<file path="config.mk">
export PLATFORM = sky130hd
export DESIGN_NAME = pipe_stage_reg
export DESIGN_NICKNAME = d
export VERILOG_FILES = /design/src/rtl/pipe_stage_reg.sv
export SDC_FILE = /design/constraint.sdc
export NUM_CORES = 1
export LEC_CHECK = 0
export ABC_CLOCK_PERIOD_IN_PS = 2000
export CORE_ASPECT_RATIO = 0.75
export CORE_UTILIZATION = 45
export DETAILED_ROUTE_END_ITERATION = 10
export DONT_BUFFER_PORTS = 1
export GPL_ROUTABILITY_DRIVEN = 0
export PLACE_DENSITY = 0.59
export REMOVE_ABC_BUFFERS = 1
export SETUP_SLACK_MARGIN = 0.4
export SLEW_MARGIN = 20
export SYNTH_ARGS = -nofsm -noshare
export SYNTH_HDL_FRONTEND = slang
export SYNTH_SLANG_ARGS = --single-unit
</file>
<file path="constraint.sdc">
create_clock -name clk -period 2 [get_ports clk]
set_clock_uncertainty 0.1 [all_clocks]
set_input_delay 0.2 -clock clk [delete_from_list [all_inputs] [get_ports clk]]
set_output_delay 0.2 -clock clk [all_outputs]
set_load 0.01 [all_outputs]
</file>
<file path="src/rtl/pipe_stage_reg.sv">
// Handshaked inter-stage pipeline register with an optional skid buffer.
// Carries a control field (zeroed whenever its slot is empty, so an empty
// slot is a bubble) and an opaque data field. Supports synchronous flush
// and provides saturating stall/bubble performance counters.
module pipe_stage_reg #(
  parameter int CTRL_W  = 16,
  parameter int DATA_W  = 128,
  parameter int SKID_EN = 1,
  parameter int CNT_W   = 16
) (
  input  logic              clk,
  input  logic              reset,
  input  logic              flush,
  input  logic              in_valid,
  output logic              in_ready,
  input  logic [CTRL_W-1:0] in_ctrl,
  input  logic [DATA_W-1:0] in_data,
  output logic              out_valid,
  input  logic              out_ready,
  output logic [CTRL_W-1:0] out_ctrl,
  output logic [DATA_W-1:0] out_data,
  output logic [CNT_W-1:0]  stall_cnt,
  output logic [CNT_W-1:0]  bubble_cnt
);

  // Main slot: drives the out_* ports straight from flops.
  logic              main_vld_q, main_vld_d;
  logic [CTRL_W-1:0] main_ctrl_q, main_ctrl_d;
  logic [DATA_W-1:0] main_data_q, main_data_d;

  logic [CNT_W-1:0]  stall_q, stall_d;
  logic [CNT_W-1:0]  bubble_q, bubble_d;

  logic in_xfer, out_xfer;

  assign in_xfer    = in_valid & in_ready;
  assign out_xfer   = main_vld_q & out_ready;

  assign out_valid  = main_vld_q;
  assign out_ctrl   = main_ctrl_q;
  assign out_data   = main_data_q;
  assign stall_cnt  = stall_q;
  assign bubble_cnt = bubble_q;

  generate
    if (SKID_EN != 0) begin : g_skid
      // Skid slot absorbs the one entry accepted while main is stalled,
      // which lets in_ready come from a flop instead of out_ready.
      logic              skid_vld_q, skid_vld_d;
      logic [CTRL_W-1:0] skid_ctrl_q, skid_ctrl_d;
      logic [DATA_W-1:0] skid_data_q, skid_data_d;

      assign in_ready = ~skid_vld_q;

      // Next state of main and skid; flush wins, then skid drains before new input.
      always_comb begin
        main_vld_d  = main_vld_q;
        main_ctrl_d = main_ctrl_q;
        main_data_d = main_data_q;
        skid_vld_d  = skid_vld_q;
        skid_ctrl_d = skid_ctrl_q;
        skid_data_d = skid_data_q;
        if (flush) begin
          // Data is left as-is; only valid and ctrl define a bubble.
          main_vld_d  = 1'b0;
          main_ctrl_d = '0;
          skid_vld_d  = 1'b0;
          skid_ctrl_d = '0;
        end else if (!main_vld_q || out_xfer) begin
          if (skid_vld_q) begin
            main_vld_d  = 1'b1;
            main_ctrl_d = skid_ctrl_q;
            main_data_d = skid_data_q;
            // A concurrent accept refills skid; otherwise it becomes a bubble.
            skid_vld_d  = in_xfer;
            skid_ctrl_d = in_xfer ? in_ctrl : '0;
            if (in_xfer) skid_data_d = in_data;
          end else if (in_xfer) begin
            main_vld_d  = 1'b1;
            main_ctrl_d = in_ctrl;
            main_data_d = in_data;
          end else begin
            main_vld_d  = 1'b0;
            main_ctrl_d = '0;
          end
        end else if (in_xfer) begin
          // Main is stalled: park the accepted entry in skid.
          skid_vld_d  = 1'b1;
          skid_ctrl_d = in_ctrl;
          skid_data_d = in_data;
        end
      end

      // Skid slot storage.
      always_ff @(posedge clk or negedge reset) begin
        if (!reset) begin
          skid_vld_q  <= 1'b0;
          skid_ctrl_q <= '0;
          skid_data_q <= '0;
        end else begin
          skid_vld_q  <= skid_vld_d;
          skid_ctrl_q <= skid_ctrl_d;
          skid_data_q <= skid_data_d;
        end
      end
    end else begin : g_noskid
      // Single register: accept when empty or when the occupant leaves this cycle.
      assign in_ready = ~main_vld_q | out_ready;

      // Next state of main; flush wins over a concurrent accept.
      always_comb begin
        main_vld_d  = main_vld_q;
        main_ctrl_d = main_ctrl_q;
        main_data_d = main_data_q;
        if (flush) begin
          main_vld_d  = 1'b0;
          main_ctrl_d = '0;
        end else if (in_xfer) begin
          main_vld_d  = 1'b1;
          main_ctrl_d = in_ctrl;
          main_data_d = in_data;
        end else if (out_xfer) begin
          main_vld_d  = 1'b0;
          main_ctrl_d = '0;
        end
      end
    end
  endgenerate

  // Main slot storage.
  always_ff @(posedge clk or negedge reset) begin
    if (!reset) begin
      main_vld_q  <= 1'b0;
      main_ctrl_q <= '0;
      main_data_q <= '0;
    end else begin
      main_vld_q  <= main_vld_d;
      main_ctrl_q <= main_ctrl_d;
      main_data_q <= main_data_d;
    end
  end

  // Saturating counters sampled on pre-edge handshake state; flush does not touch them.
  always_comb begin
    stall_d  = stall_q;
    bubble_d = bubble_q;
    if (main_vld_q && !out_ready && !(&stall_q))  stall_d  = stall_q + CNT_W'(1);
    if (!main_vld_q && out_ready && !(&bubble_q)) bubble_d = bubble_q + CNT_W'(1);
  end

  // Counter storage.
  always_ff @(posedge clk or negedge reset) begin
    if (!reset) begin
      stall_q  <= '0;
      bubble_q <= '0;
    end else begin
      stall_q  <= stall_d;
      bubble_q <= bubble_d;
    end
  end

endmodule

</file>
==> impl_metrics.yaml <==
clocking:
  cts-root-to-sink-buffers: 3
  cts_sinks: 322
  cts_tree: "yes"
  cts-buffers-inserted: 34
  clk_latency_ps: 510
  cts_hold_buf: 147
  clk_pin_slew_ps: 70
  root_buffer: "sky130_fd_sc_hd__clkbuf_16"
  h-tree-depth: 2
pwr:
  ir_worst_vdd_mv: 0.694
  leakagePower_nw: 8.05
  report.power.total_mw: 19.3
  power.density_nw_per_um2: 962
timing:
  final_min_period_over_clock_period: 0.911
  rsz0062_at_grt: "true"
  fmax_mhz: 549
  worst_slew_margin_rel: 0.489
  postLayoutSetupSlackWorst_ps: 177
  timing_worst_slew_pin_value_ps: 766
  setup-tns-final_ps: 0
  hold_ws_ps: -718
  report.final.hold_viol_count: 355
  slew_viol_final: 0
  post-route-min-period_ps: 1820
  report.final.setup_viol: 0
worst_setup_path:
  cp_launch_type: "flop"
  end_kind: "flop"
  worst_ep_required_time_ps: 2330
  critical_path_arrival_ps: 2160
  crit_path_max_fo: 8
  crit_type: "reg2reg"
drt:
  detailedRoute.firstIterationViolations: 520
  detail_route.first_pass.iterations: 6
  detail_route.wirelength_mm: 40.9
  drt.antenna.violating_nets: 0
  route.detailed.drc: 0
  detail_route.wl_per_cell_um: 23.0
  drt-vias-per-instance: 5.57
  vias_after_detailed_routing: 9900
placed_design:
  preCtsSetupSlack_ps: 68.4
  post_detailed_placement_half_perimeter_wirelength_mm: 20.3
  post-place-cells: 1485
  placement.io_buffers: 0
yosys:
  synth.cells.most_frequent: "sky130_fd_sc_hd__dfrtp_1, sky130_fd_sc_hd__nor2_1, sky130_fd_sc_hd__a21oi_1"
  netlist.area_leader.share: 0.594
  post_synth_top_area_cell: "sky130_fd_sc_hd__dfrtp_1"
  synth.avg_cell_area_um2: 12.2
  synth-edff-count: 0
  synthesis.area_um2: 13600
  asyncSetResetFlopFracSynth: 1.00
  yosysWarnings: 0
  synth.most_common_cell: "sky130_fd_sc_hd__dfrtp_1"
  count_of_distinct_cell_types_in_the_synthesized_netlist: 39
  netlist_top_cells_area: "sky130_fd_sc_hd__dfrtp_1, sky130_fd_sc_hd__mux2_2, sky130_fd_sc_hd__mux2i_1"
  synthCells: 1116
  synth_seq_area_share: 0.594
  synthFlopType: "sky130_fd_sc_hd__dfrtp_1"
  synth_seq_cells: 322
die:
  die_w_um: 202
  starting_density: 0.462
  num_rows: 54
  io_pins: 327
  die_area_um2: 30900
  die_y_um: 152
  core_area_um2: 29400
run_status:
  failing_checks: "negative hold slack"
  outcome: "complete, but fails checks"
global_routing:
  grt_max_degree: 323
  first_global_vias: 9688
  antenna_found_initial: 2
  global_routing_usage_summed_across_all_routing_layers: 0.221
  gr-total-overflow: 0
  grt_first_pass_wirelength_mm: 54.4
layout:
  layout.nets: 1512
  final_cell_count_no_fill: 1777
  syn2layout_area_growth_pct: 48.2
  drive_gt1_frac: 0.465
  num-fill-cells: 2047
  multiInputGateArea_um2: 6850
  register_area_um2: 8070
flow_run:
  drv_cap: 0
min_path:
  hold_class: "in2async"
-- cell families after synthesis --
group	after synthesis	synth area share
xor gates and xnor gates	27	0.0174
adders and majority gates	2	0.00184
and+or+nand+nor	264	0.0850
DFF	322	0.594
buffers and inverters	72	0.0298
muxes	258	0.203
AOI/OAI and AO/OA	171	0.0693
-- registers in the layout, indices dropped and copies added, names as in the netlist --
name / flops
g_skid.skid_data_q: 128
out_data: 128
bubble_cnt: 16
g_skid.skid_ctrl_q: 16
out_ctrl: 16
stall_cnt: 16
g_skid.skid_vld_q: 1
out_valid: 1
-- worst paths after layout --
check	from	to	slack [ps]	cells past startpoint
min in group clk	flush	out_ctrl[1]$_DFFE_PN0P_	-370	1
worst max-delay path	out_valid$_DFFE_PN0P_	g_skid.skid_ctrl_q[7]$_DFFE_PN0P_	180	7
worst max register to register	out_valid$_DFFE_PN0P_	g_skid.skid_ctrl_q[7]$_DFFE_PN0P_	180	7
max in group asynchronous	reset	g_skid.skid_vld_q$_DFFE_PN0P_	1800	0
worst min register to register	g_skid.skid_data_q[27]$_DFFE_PN0P_	g_skid.skid_data_q[27]$_DFFE_PN0P_	400	1
worst min-delay path	reset	g_skid.skid_data_q[115]$_DFFE_PN0P_	-720	0
-- cell type report --
type | instances | share of cell area
well taps | 392 | 0.0244
repair buffers | 279 | 0.177
clock inverters | 8 | 0.00336
flip-flops and latches | 322 | 0.401
multi-input cells | 722 | 0.341
diodes | 2 | 0.000249
clock buffers | 50 | 0.0520
inverters | 2 | 0.000498
-- power breakdown --
group / switching [mW] / leakage [nW] / internal [mW]
Combinational: 1.53 / 3.65 / 2.16
Sequential: 1.44 / 3.85 / 7.85
Clock: 2.62 / 0.551 / 3.74
Total: 5.59 / 8.05 / 13.8
-- worst max-delay path: stages, from the launching register on --
cell                        delay, ps
sky130_fd_sc_hd__dfrtp_2          470
sky130_fd_sc_hd__and2b_2          270
sky130_fd_sc_hd__buf_6            150
sky130_fd_sc_hd__a211oi_4         310
sky130_fd_sc_hd__buf_6            170
sky130_fd_sc_hd__clkbuf_16        160
sky130_fd_sc_hd__nand2_2           50
sky130_fd_sc_hd__o21ai_1           70
-- stage by stage --
stage               hold slack (ps)  area [µm²]  utilization
floorplan                      -196       13200            -
global placement               -189       14200        0.482
finish                         -718       20100        0.684
detailed placement             -190       14200        0.482
CTS                            -747       17400        0.592
global route                   -745       20100        0.684
-- timing repair --
item                       in CTS  in global routing
setup endpoints to repair     288                315
setup buffers                  27                 15
gates cloned                    5                 38
pin swaps                      23                 44
hold endpoints to repair      616                355
gates resized for setup        65                483
-- layer usage --
metal | routed length [µm] | up-vias | global-route usage | share of wire
met5 | 0 | - | 0 | 0
met4 | 1140 | 0 | 0.0644 | 0.028
met3 | 2870 | 90 | 0.0676 | 0.070
met2 | 19800 | 319 | 0.339 | 0.48
met1 | 17100 | 5062 | 0.303 | 0.42
li1 | - | 4429 | - | -
-- cells in the final DEF, fill, tap and decap left out, types with 7 or more instances in the layout --
| cell | synthesis | final |
|---|---|---|
| sky130_fd_sc_hd__dfrtp_1 | 322 | 316 |
| sky130_fd_sc_hd__a221oi_2 | 0 | 11 |
| sky130_fd_sc_hd__nor2_1 | 157 | 26 |
| sky130_fd_sc_hd__buf_4 | 23 | 46 |
| sky130_fd_sc_hd__nor3_1 | 18 | 15 |
| sky130_fd_sc_hd__a21oi_2 | 0 | 127 |
| sky130_fd_sc_hd__nand4_1 | 16 | 16 |
| sky130_fd_sc_hd__nand2_1 | 44 | 22 |
| sky130_fd_sc_hd__clkbuf_8 | 0 | 7 |
| sky130_fd_sc_hd__buf_6 | 0 | 19 |
| sky130_fd_sc_hd__buf_16 | 0 | 11 |
| sky130_fd_sc_hd__xnor2_1 | 22 | 22 |
| sky130_fd_sc_hd__mux2i_1 | 128 | 128 |
| sky130_fd_sc_hd__o21ai_1 | 0 | 12 |
| sky130_fd_sc_hd__nor2_4 | 1 | 125 |
| sky130_fd_sc_hd__nand2_2 | 0 | 14 |
| sky130_fd_sc_hd__dlygate4sd3_1 | 0 | 147 |
| sky130_fd_sc_hd__nand2_4 | 0 | 8 |
| sky130_fd_sc_hd__mux2_2 | 129 | 129 |
| sky130_fd_sc_hd__nand3_1 | 12 | 8 |
| sky130_fd_sc_hd__nor2_2 | 1 | 8 |
| sky130_fd_sc_hd__buf_12 | 0 | 23 |
| sky130_fd_sc_hd__clkbuf_16 | 0 | 63 |
Power figures use the tool's default switching activity.
